--- src/rtl/region_tracer_pkg.sv ---
`default_nettype none
// ----------------------------------------------------------------------------
// region_tracer_pkg : shared types, widths and trace-mode encodings
// Rev 1.0
// ----------------------------------------------------------------------------
package region_tracer_pkg;

  localparam int DEF_NUM_CH = 4;
  localparam int DEF_TS_W   = 16;

  function automatic int entry_w(input int num_ch, input int ts_w);
    return ts_w + 2 * num_ch;
  endfunction

  function automatic int level_w(input int depth);
    return $clog2(depth) + 1;
  endfunction

  localparam int ENTRY_W = entry_w(DEF_NUM_CH, DEF_TS_W);

  // Layout matches the packed rd_data bus of the tracer at default sizes.
  typedef struct packed {
    logic [DEF_TS_W-1:0]   ts;
    logic [DEF_NUM_CH-1:0] q_pre;
    logic [DEF_NUM_CH-1:0] q_post;
  } trace_entry_t;

  localparam logic TM_ALL    = 1'b0;
  localparam logic TM_CHANGE = 1'b1;

endpackage
`default_nettype wire

--- src/rtl/trace_fifo.sv ---
`default_nettype none
// ----------------------------------------------------------------------------
// trace_fifo : synchronous first-word fall-through FIFO, accepts push when full
//              if a pop happens in the same cycle
// Rev 1.0
// ----------------------------------------------------------------------------
module trace_fifo #(
  parameter int WIDTH = 8,
  parameter int DEPTH = 8
) (
  input  logic                   clk,
  input  logic                   rst_n,
  input  logic                   push,
  input  logic [WIDTH-1:0]       push_data,
  input  logic                   pop,
  output logic [WIDTH-1:0]       pop_data,
  output logic                   full,
  output logic                   empty,
  output logic [$clog2(DEPTH):0] level
);

  localparam int AW = $clog2(DEPTH);

  logic [AW:0]      wr_ptr_q, wr_ptr_d;
  logic [AW:0]      rd_ptr_q, rd_ptr_d;
  logic [WIDTH-1:0] mem_q [DEPTH];
  logic             do_push, do_pop;

  // Extra MSB on the pointers distinguishes full from empty.
  always_comb begin
    level    = wr_ptr_q - rd_ptr_q;
    empty    = (wr_ptr_q == rd_ptr_q);
    full     = (wr_ptr_q[AW] != rd_ptr_q[AW]) &&
               (wr_ptr_q[AW-1:0] == rd_ptr_q[AW-1:0]);
    do_pop   = pop && !empty;
    do_push  = push && (!full || do_pop);
    wr_ptr_d = wr_ptr_q + {{AW{1'b0}}, do_push};
    rd_ptr_d = rd_ptr_q + {{AW{1'b0}}, do_pop};
    pop_data = mem_q[rd_ptr_q[AW-1:0]];
  end

  always_ff @(posedge clk or negedge rst_n) begin
    if (!rst_n) begin
      wr_ptr_q <= '0;
      rd_ptr_q <= '0;
    end else begin
      wr_ptr_q <= wr_ptr_d;
      rd_ptr_q <= rd_ptr_d;
    end
  end

  always_ff @(posedge clk) begin
    if (do_push) mem_q[wr_ptr_q[AW-1:0]] <= push_data;
  end

endmodule
`default_nettype wire

--- src/rtl/region_toggle_tracer.sv ---
`default_nettype none
// ----------------------------------------------------------------------------
// region_toggle_tracer : divided toggle channels with pre/post-edge trace FIFO
// Rev 1.0
// ----------------------------------------------------------------------------
module region_toggle_tracer
  import region_tracer_pkg::*;
#(
  parameter int NUM_CH = 4,
  parameter int CNT_W  = 8,
  parameter int TS_W   = 16,
  parameter int DEPTH  = 8
) (
  input  logic                    clk,
  input  logic                    rst_n,
  input  logic [NUM_CH-1:0]       ch_en,
  input  logic [NUM_CH*CNT_W-1:0] div_cfg,
  output logic [NUM_CH-1:0]       q,
  input  logic                    trace_en,
  input  logic                    trace_mode,
  output logic [TS_W+2*NUM_CH-1:0] rd_data,
  output logic                    rd_valid,
  input  logic                    rd_ready,
  output logic [$clog2(DEPTH):0]  level,
  output logic                    ovf,
  input  logic                    ovf_clr
);

  localparam int EW = entry_w(NUM_CH, TS_W);

  logic [TS_W-1:0]   ts_q, ts_d;
  logic [NUM_CH-1:0] q_q, q_d;
  logic              ovf_q, ovf_d;
  logic              push, pop, fifo_full, fifo_empty;
  logic [EW-1:0]     push_data;

  for (genvar i = 0; i < NUM_CH; i++) begin : g_ch
    logic [CNT_W-1:0] div, cnt_q, cnt_d;
    logic             tog;

    assign div = div_cfg[i*CNT_W +: CNT_W];

    // Equality compare only: a div lowered below cnt wraps around before matching.
    always_comb begin
      cnt_d = cnt_q;
      tog   = 1'b0;
      if (ch_en[i]) begin
        if (cnt_q == div) begin
          cnt_d = '0;
          tog   = 1'b1;
        end else begin
          cnt_d = cnt_q + 1'b1;
        end
      end
    end

    always_ff @(posedge clk or negedge rst_n) begin
      if (!rst_n) cnt_q <= '0;
      else        cnt_q <= cnt_d;
    end

    assign q_d[i] = q_q[i] ^ tog;
  end

  always_comb begin
    ts_d      = ts_q + 1'b1;
    pop       = rd_ready && !fifo_empty;
    push      = trace_en && ((trace_mode == TM_ALL) || (q_q != q_d));
    push_data = {ts_q, q_q, q_d};
    ovf_d     = ovf_q;
    if (ovf_clr)                     ovf_d = 1'b0;
    if (push && fifo_full && !pop)   ovf_d = 1'b1;
  end

  always_ff @(posedge clk or negedge rst_n) begin
    if (!rst_n) begin
      ts_q  <= '0;
      q_q   <= '0;
      ovf_q <= 1'b0;
    end else begin
      ts_q  <= ts_d;
      q_q   <= q_d;
      ovf_q <= ovf_d;
    end
  end

  trace_fifo #(
    .WIDTH (EW),
    .DEPTH (DEPTH)
  ) u_fifo (
    .clk       (clk),
    .rst_n     (rst_n),
    .push      (push),
    .push_data (push_data),
    .pop       (rd_ready),
    .pop_data  (rd_data),
    .full      (fifo_full),
    .empty     (fifo_empty),
    .level     (level)
  );

  assign q        = q_q;
  assign rd_valid = !fifo_empty;
  assign ovf      = ovf_q;

endmodule
`default_nettype wire

--- config.mk ---
export PLATFORM = sky130hd
export DESIGN_NAME = region_toggle_tracer
export DESIGN_NICKNAME = d
export VERILOG_FILES = /design/src/rtl/region_tracer_pkg.sv /design/src/rtl/trace_fifo.sv /design/src/rtl/region_toggle_tracer.sv
export SDC_FILE = /design/constraint.sdc
export NUM_CORES = 1
export LEC_CHECK = 0
export BUFFER_PORTS_ARGS = -buffer_cell sky130_fd_sc_hd__buf_2
export CAP_MARGIN = 30
export CORE_ASPECT_RATIO = 0.8
export CORE_MARGIN = 8
export CORE_UTILIZATION = 45
export DETAILED_ROUTE_END_ITERATION = 7
export GPL_TIMING_DRIVEN = 0
export PLACE_DENSITY_LB_ADDON = 0.12
export SYNTH_ARGS = -nofsm -noshare
export SYNTH_HDL_FRONTEND = slang
export SYNTH_SLANG_ARGS = --single-unit
--- constraint.sdc ---
create_clock -name clk -period 4.75 [get_ports clk]
set_input_delay 0.95 -clock clk [delete_from_list [all_inputs] [get_ports clk]]
set_output_delay 0.95 -clock clk [all_outputs]
set_load 0.005 [all_outputs]
* Yosys cells after proc, flatten, opt, wreduce, memory -nomap -nowiden
Memory sizes are Yosys's and may differ from the RTL's.
Cells that the tools add are included.
** Cells by class
- $add $sub $neg :: 8
- Eq/ne operators :: 8
- Multiplexer cells :: 16
- Bitwise gates (word level) :: 5
- Reductions and logical operators :: 12
** Operators with widths (count)
- $add A8 B1 Y8 const B :: 4
- $eq A8 B8 Y1 :: 4
- $mux W8 :: 4
- $add A16 B1 Y16 const B :: 1
- $mux W1 :: 12
- $add A4 B1 Y4 :: 2
- $logic_and A1 B1 Y1 :: 6
- $eq A4 B4 Y1 :: 1
- $ne A4 B4 Y1 :: 1
- $sub A4 B4 Y4 :: 1
- $xor A1 B1 Y1 :: 4
- $eq A3 B3 Y1 :: 1
- $logic_not A1 Y1 :: 3
- $logic_or A1 B1 Y1 :: 2
- $reduce_bool A2 Y1 :: 1
- $ne A1 B1 Y1 :: 1
- $not A1 Y1 :: 1
** Storage, ports and cells
- Register bits :: 61
- Bits in writable memories :: 192
- Memories :: 1
** Memories
- u_fifo.mem_q :: words 8, width 24, rd ports 1, clocked after memory_dff 0, write ports 1, line trace_fifo.sv:26 : logic [WIDTH-1:0] mem_q [DEPTH];

* Longest topological paths before layout
Gate-level depths: netlist of run 1.
- Depth after elaboration :: 10
- Mapped depth :: 11
- Mapped depth without buffers :: 9

* Hierarchy
A second synthesis of run 1 with hierarchy kept.
** Second synthesis, totals
- Cells, all modules :: 645
- Area total of the unflattened synthesis :: 10507.6 um2
** Modules (own cells, without submodules)
- trace_fifo :: times used 1, cells each 379, area each 7737.4 um2
- region_toggle_tracer :: times used 1, cells each 266, area each 2770.2 um2

* Least setup slack after synthesis of run 1
Ideal clock, no wire load.
- Path type :: in2reg
- Start point :: input div_cfg[6]
- End point :: memory u_fifo.mem_q[5][0] (netlist name) (enable)
- Setup time :: 0.474 ns
- Arrival time :: 4.405 ns
- Required time :: 4.276 ns
- Slack :: -0.130 ns
- Stages :: 5
- Path through :: xnor2_1 -> nand4_1 -> or3_4 -> nor4b_4 -> nor4b_1
** Between the ends
- Word-level cells in the longest chain between the ends :: 10
** Ends and longest elaborated chain
- start, declared :: line region_toggle_tracer.sv:17 : input logic [NUM_CH*CNT_W-1:0] div_cfg,
- $eq A8 B8 Y1 :: line region_toggle_tracer.sv:48 : if (cnt_q == div) begin
- $mux W1 :: line region_toggle_tracer.sv:48
- $mux W1 :: line region_toggle_tracer.sv:47 : if (ch_en[i]) begin
- $xor A1 B1 Y1 :: line region_toggle_tracer.sv:62 : assign q_d[i] = q_q[i] ^ tog;
- $ne A4 B4 Y1 :: line region_toggle_tracer.sv:68 : push = trace_en && ((trace_mode == TM_ALL) || (q_q != q_d));
- $logic_or A1 B1 Y1 :: line region_toggle_tracer.sv:68
- $logic_and A1 B1 Y1 :: line region_toggle_tracer.sv:68
- $logic_and A1 B1 Y1 :: line trace_fifo.sv:36 : do_push = push && (!full || do_pop);
- $mux W1 :: line trace_fifo.sv:53 : if (do_push) mem_q[wr_ptr_q[AW-1:0]] <= push_data;
- $mux W1 (not written as such) :: line trace_fifo.sv:53
- end, declared :: line trace_fifo.sv:26
Every way passes these cells.

* Worst setup path in the final report of run 1
- Start point :: register u_fifo.rd_ptr_q[2]
- End point :: memory u_fifo.mem_q[5][6] (netlist name) (enable)
** Between the ends
- Word-level cells in the longest chain between the ends :: 7
- Elaborated cells on any way between the ends :: 10
** Ends and longest elaborated chain
- start, declared :: line trace_fifo.sv:25 : logic [AW:0] rd_ptr_q, rd_ptr_d;
- start signal, assigned :: line trace_fifo.sv:48 : rd_ptr_q <= rd_ptr_d;
- $eq A4 B4 Y1 / $eq A3 B3 Y1 (equally long branches) :: line trace_fifo.sv:32, trace_fifo.sv:34
- $logic_not A1 Y1 / $logic_and A1 B1 Y1 (equally long branches) :: line trace_fifo.sv:35, trace_fifo.sv:33
- $logic_and A1 B1 Y1 / $logic_not A1 Y1 (equally long branches) :: line trace_fifo.sv:35, trace_fifo.sv:36
- $logic_or A1 B1 Y1 * :: line trace_fifo.sv:36
- $logic_and A1 B1 Y1 * :: line trace_fifo.sv:36
- $mux W1 * :: line trace_fifo.sv:53
- $mux W1 (not written as such) * :: line trace_fifo.sv:53
Mark *: on every way between the ends. The rest lies on a longest branch, timed or not.

==> flow_metrics.tcl, run 1 <==
set metrics [dict create \
    yosys_warnings 0 \
    drive_gt1_frac 0.2678 \
    vias_per_cell 5.316 \
    worstHoldPathCells 1 \
    cts_made_buffers 27 \
    synth_fp_nets 707 \
    endpoint_kind "flip-flop" \
    final_net_count 833 \
    grt_pass1_wl_mm 35.27 \
    worstReg2RegEnd "u_fifo.mem_q[5][6]" \
    initial_utilization 0.4549 \
    r2r-start "u_fifo.rd_ptr_q[2]" \
    relSlewSlack 0.3759 \
    setup_viol 0 \
    drc 0 \
    synth_seq_area_share 0.6888 \
    ys.flop_type "edfxtp_1" \
    fin_total_pwr_uw 7268 \
    required_ns 4.98 \
    postCtsResizedCells 0 \
    die_area_sq_um 28720 \
    design_area_sq_um 12510 \
    worstSkewPairLatency_ns 0.52 \
    drt_pass1_iterations 4 \
    gp_congestion 0.8486 \
    coreArea_sq_um 23270 \
    critical_path.n_buffers_inverters 6 \
    clk_pin_slew_ns 0.06 \
    syn_inst 652 \
    start_kind "flip-flop" \
    gr-usage-all-layers 0.1552 \
    fp.dieH_um 153.2 \
    path_cells "clkbuf_1 > inv_2 > clkbuf_1 > ha_1 > nand3_1 > nor3_1 > buf_2 > nor4b_2 > buf_4 > buf_4" \
    synth.distinct_cells 42 \
    p_leak_uw 0.004698 \
    multi_input_area_sq_um 3159 \
    grt_antenna_before_repair 1 \
    fin_setup_tns_ns 0 \
    rr_worst_depth 10 \
    port_buffers 74 \
    syn_to_final_growth_pct 18.15 \
    path_class "flip-flop to flip-flop" \
    whs_endpoint "u_fifo.wr_ptr_q[3]" \
    period_share 0.8160 \
    worst_pin_slew_ns 0.9322 \
    synth.avg_cell_area_sq_um 16.24 \
    rsz0062_at_grt "no" \
    hold_buffers 0 \
    grt_pass1_vias 6320 \
    fmax_ghz 0.2580 \
    power_density_nw_per_um2 581.0 \
    fin_skew_ns 0.01186 \
    yosys.area.top_type "edfxtp_1" \
    regArea_sq_um 7292 \
    ys_top_cells_by_area "edfxtp_1 54%, dfrtp_1 14%, mux4_2 10%, xnor2_1 4.1%, nand2_1 3.0%" \
    cts_max_level 1 \
    drt_wl_total_mm 22.12 \
    wl_per_cell_um 19.91 \
    cp_data_arrival_time_ns 4.10 \
    synth_top_area_share 0.5446 \
    grt_max_degree 62 \
    drtIter0Drc 292 \
    placementRows 50 \
    critPathMaxStageDelay_ns 0.79 \
    hp-start "u_fifo.wr_ptr_q[3]" \
    clockRootBuffer "clkbuf_16" \
    cp_top_family "buffers and inverters" \
    cts_setup_buffers 0 \
    slowest_stage "nor4b_2" \
    ioPinCount 76 \
    cts_tree "built" \
    cp.depth 10 \
    maxSlewViolCount 0 \
    num_vias 5906 \
    grt-ovfl-total 0 \
    hold_viol 0 \
    rrSetupSlack_ns 0.87 \
    status "complete, no violations" \
    ys_ff_latch 253 \
    hpwl_mm 14.83 \
    irDropWorstVdd_mv 0.2788 \
    crit_fanout 10 \
    min_path_type "flip-flop to flip-flop" \
    ctsLongestPathBuffers 3 \
    diodes 0 \
    period_needed_ns 3.876 \
    post_dp_cell_area_sq_um 11600 \
    antenna_left 0 \
    fp.dieW_um 187.5 \
    ys_async_sr_fraction 0.2411 \
    maxCapViolations 0 \
    fill_cells 1935 \
    syn_area_sq_um 10590 \
    clock_sinks 253 \
    synth-edff-count 192 \
]
## how the worst max path moves through the flow
stage,startpoint,end,slack [ns]
after floorplan,div_cfg[6],u_fifo.mem_q[5][0],-0.13
after global placement,u_fifo.rd_ptr_q[2],u_fifo.mem_q[5][11],-3.37
after detailed placement,u_fifo.rd_ptr_q[2],u_fifo.mem_q[5][11],0.81
after CTS,u_fifo.rd_ptr_q[2],u_fifo.mem_q[5][6],0.81
after global routing,u_fifo.rd_ptr_q[2],u_fifo.mem_q[5][6],0.66
final,u_fifo.rd_ptr_q[2],u_fifo.mem_q[5][6],0.87
## through the flow
step	util	setup slack (ns)	cells	hold slack (ns)
2_1_floorplan	-	-0.1299	652	0.4658
3_3_place_gp	0.4876	-3.373	1038	0.4840
3_5_place_dp	0.4987	0.8132	1061	0.4891
4_1_cts	0.5375	0.8076	1111	0.4978
5_1_grt	0.5375	0.6555	1111	0.5000
6_report	0.5375	0.8738	1111	0.4963
## state kept, by name (all words and copies together) (netlist names)
| signal | cells |
|---|---|
| u_fifo.mem_q | 192 |
| g_ch.cnt_q | 32 |
| ts_q | 16 |
| q | 4 |
| u_fifo.rd_ptr_q | 4 |
| u_fifo.wr_ptr_q | 4 |
| ovf | 1 |
## kinds of logic (layout without fill, tap and decap cells)
group	after synthesis	count (layout)	synth area share
AOI/OAI and AO/OA	45	45	0.02872
xor gates and xnor gates	66	66	0.05531
DFF	253	253	0.6888
and+or+nand+nor	186	186	0.08770
adders and majority gates	13	13	0.01607
buffers and inverters	37	184	0.01749
muxes	52	52	0.1059
## area by class of cell
type / instances / area share
sequential: 253 / 0.5830
clock inverter: 10 / 0.01270
inverter: 14 / 0.004201
tap: 312 / 0.03121
buffer: 23 / 0.01060
timing repair buffer: 97 / 0.04621
multi-input combinational: 362 / 0.2526
clock buffer: 40 / 0.05952
## layout by cell type (no fill, tap or decap), types with 11 or more instances in the layout
cell	netlist	final
dfrtp_1	61	61
nand3_1	21	21
nand2_1	86	86
ha_1	12	12
a21oi_1	11	11
nand4_1	15	15
xnor2_1	50	50
mux4_2	48	48
xor2_1	15	15
o2bb2ai_1	15	15
clkbuf_1	10	21
clkbuf_16	0	27
edfxtp_1	192	192
inv_1	13	13
o21ai_0	12	12
buf_2	4	78
buf_4	5	21
nor2_1	18	16
## metal layers
metal  global-route usage  up-vias  routed length (um)
met5                    0        -                  11
met4              0.03221        2                 338
met3              0.03433       23                1173
met2               0.2522      129               10500
met1               0.2127     3027               10100
li1                     -     2725                   -
## power breakdown
part | internal [uW] | leakage, uW | total (uW) | switching (uW)
combinational | 1020 | 0.00174 | 2150 | 1130
sequential | 2740 | 0.00252 | 3000 | 257
clock | 1300 | 0.000435 | 2120 | 817
total | 5070 | 0.00470 | 7270 | 2200
## Yosys cell counts (all sizes together) (11+ instances only)
master   count
nand3       21
nand4       15
mux4        48
nor2        18
nor3        14
o2bb2ai     15
inv         14
a21oi       11
o21ai       12
ha          12
dfrtp       61
buf         13
nand2       86
xor2        15
xnor2       51
edfxtp     192
(Power assumes the default switching activity.)
==> run 2: changes to the inputs <==
--- a/config.mk
+++ b/config.mk
@@ -5,6 +5,7 @@
 export SDC_FILE = /design/constraint.sdc
 export NUM_CORES = 1
 export LEC_CHECK = 0
+export ABC_AREA = 1
 export BUFFER_PORTS_ARGS = -buffer_cell sky130_fd_sc_hd__buf_2
 export CAP_MARGIN = 30
 export CORE_ASPECT_RATIO = 0.8
==> constraint.sdc (replaced) <==
create_clock -name clk -period 3.83 [get_ports clk]
set_input_delay 0.766 -clock clk [delete_from_list [all_inputs] [get_ports clk]]
set_output_delay 0.766 -clock clk [all_outputs]
set_load 0.005 [all_outputs]
==> run 2 against run 1 <==
Compared with the run above: final area grew 0.76%; clock skew grew 0.0086 ns; critical endpoint is now level[3]; highest routed layer is now met4; critical path type is now flip-flop to output pin; setup slack got worse by 0.59 ns; core utilization is 1.4 points lower.
==> flow_metrics.tcl, run 2 <==
set metrics [dict create \
    ys_async_sr_fraction 0.2411 \
    antenna_left 0 \
    placementRows 51 \
    endpoint_kind "output pin" \
    drt_wl_total_mm 25.44 \
    fin_cells 1414 \
    drive_gt1_frac 0.1551 \
    drtIter0Drc 517 \
    ys_top_cells_by_count "193 x nor2_1, 192 x edfxtp_1, 112 x o21ai_0" \
    yosysMostFrequentCell "nor2_1" \
    fin_skew_ns 0.02048 \
    cp_data_arrival_time_ns 2.78 \
    grt_pass1_wl_mm 40.12 \
    ctsLongestPathBuffers 3 \
    vias_per_cell 5.069 \
    status "complete, no violations" \
    fin_setup_tns_ns 0 \
    relSlewSlack 0.3377 \
    design_area_sq_um 12600 \
    ioPinCount 76 \
    critPathMaxStageDelay_ns 0.66 \
    syn_area_sq_um 10900 \
    ys_ff_latch 253 \
    synth-edff-count 192 \
    p_leak_uw 0.004905 \
    period_share 0.9248 \
    clockRootBuffer "clkbuf_16" \
    dp.cells 1366 \
    syn_inst 972 \
    yosys_warnings 0 \
    path_class "flip-flop to output pin" \
    postCtsResizedCells 0 \
    syn_to_final_growth_pct 15.62 \
    layout_commonest_cell "edfxtp_1" \
    grt_pass1_vias 7150 \
    num_vias 7167 \
    port_buffers 73 \
    synth_top_area_share 0.5289 \
    largest_register_ff_count 192 \
    grt_max_degree 62 \
    diodes 0 \
    fin_total_pwr_uw 9418 \
    irDropWorstVdd_mv 0.4918 \
    die_area_sq_um 29490 \
    fmax_ghz 0.2823 \
    setup_viol 0 \
    path_cells "inv_1 > clkbuf_1 > ha_1 > inv_1 > o31ai_1 > xor2_1 > buf_2" \
    cts_made_buffers 26 \
    start_kind "flip-flop" \
    ys.flop_type "edfxtp_1" \
    startpoint "u_fifo.rd_ptr_q[1]" \
    crit_fanout 10 \
    ys_top_cells_by_area "edfxtp_1 53%, dfrtp_1 14%, nor2_1 6.6%, o21ai_0 5.1%, inv_1 2.7%" \
    synth.distinct_cells 38 \
    clk_pin_slew_ns 0.06 \
    rr_worst_depth 8 \
    cts_max_level 1 \
    min_path_type "input port to async pin" \
    gr-usage-all-layers 0.1745 \
    hold_buffers 0 \
    grt_antenna_before_repair 0 \
    maxCapViolations 0 \
    final_net_count 1131 \
    gp_congestion 0.7611 \
    maxSlewViolCount 0 \
    hold_viol 0 \
    cts_setup_buffers 0 \
    fp.dieH_um 155.2 \
    coreArea_sq_um 24060 \
    grt-ovfl-total 0 \
    drc 0 \
    hpwl_mm 16.41 \
    cts_tree "built" \
    r2r-start "u_fifo.rd_ptr_q[1]" \
    initial_utilization 0.4531 \
    fill_cells 2182 \
    drt_pass1_iterations 6 \
    synth_seq_area_share 0.6690 \
    yosys.area.top_type "edfxtp_1" \
    fp.dieW_um 190.0 \
    rsz0062_at_grt "no" \
    worst_pin_slew_ns 0.9911 \
    slowest_stage "clkbuf_1" \
    clock_sinks 253 \
    synth_fp_nets 1027 \
    layout_common_cells "192 x edfxtp_1, 188 x nor2_1, 112 x o21ai_0, 84 x buf_2, 79 x inv_1" \
    post_dp_cell_area_sq_um 11780 \
    wl_per_cell_um 17.99 \
    cpMostUsedCell "inv_1" \
    period_needed_ns 3.542 \
    required_ns 3.06 \
    power_density_nw_per_um2 747.3 \
    worstSkewPairLatency_ns 0.53 \
    synth.avg_cell_area_sq_um 11.21 \
]
run 2: area by class of cell:
cell class	instances	area, sq um	area share
timing repair buffer	76	437.9	0.03475
multi-input combinational	591	3139	0.2491
clock buffer	42	762.0	0.06046
tap	318	397.9	0.03157
sequential	253	7292	0.5786
inverter	85	319.1	0.02532
clock inverter	6	57.56	0.004567
buffer	43	197.7	0.01569
run 2: worst max-delay path, delay by kind of cell (launching register included):
| kind | cells | cell delay, ns |
|---|---|---|
| XOR/XNOR | 1 | 0.18 |
| adder cells (fa/ha/maj) | 1 | 0.25 |
| buffers and inverters | 4 | 1.02 |
| flip-flops | 1 | 0.52 |
| AO/OA/AOI/OAI | 1 | 0.29 |
run 2: cell families after synthesis:
| group | after synthesis | synth area share |
|---|---|---|
| flip-flops | 253 | 0.6690 |
| buffers and inverters | 128 | 0.04741 |
| XOR/XNOR | 47 | 0.03776 |
| adder cells (fa/ha/maj) | 13 | 0.01561 |
| AO/OA/AOI/OAI | 175 | 0.08666 |
| AND/OR/NAND/NOR | 356 | 0.1436 |
run 2: layer usage:
| layer | part of all wire | GRT usage |
|---|---|---|
| met5 | 0 | 0 |
| met4 | 0.017 | 0.03828 |
| met3 | 0.055 | 0.02841 |
| met2 | 0.45 | 0.2740 |
| met1 | 0.48 | 0.2521 |
run 2: worst paths after layout:
| check | end | slack (ns) |
|---|---|---|
| worst max-delay path | level[3] | 0.29 |
| worst min-delay path | ts_q[8] | 0.30 |
| worst max register to register | u_fifo.mem_q[0][5] | 0.40 |
| worst min register to register | ovf | 0.48 |
| max in group asynchronous | g_ch[3].cnt_q[3] | 2.90 |
| min in group clk | ovf | 0.47 |
run 2: power by group:
group | switching, uW | leakage (uW) | internal, uW
registers | 314 | 0.00249 | 3410
clock network | 1020 | 0.000398 | 1420
logic | 2090 | 0.00202 | 1170
run 2: stage by stage:
| stage | setup slack [ns] | utilization | hold WS, ns |
|---|---|---|---|
| after CTS | 0.2833 | 0.5239 | 0.3630 |
| after global placement | -0.8626 | 0.4848 | 0.4646 |
| final | 0.2879 | 0.5239 | 0.3015 |
| after global routing | 0.08000 | 0.5239 | 0.4076 |
| after floorplan | 0.7873 | - | 0.4636 |
| after detailed placement | 0.4025 | 0.4898 | 0.4649 |
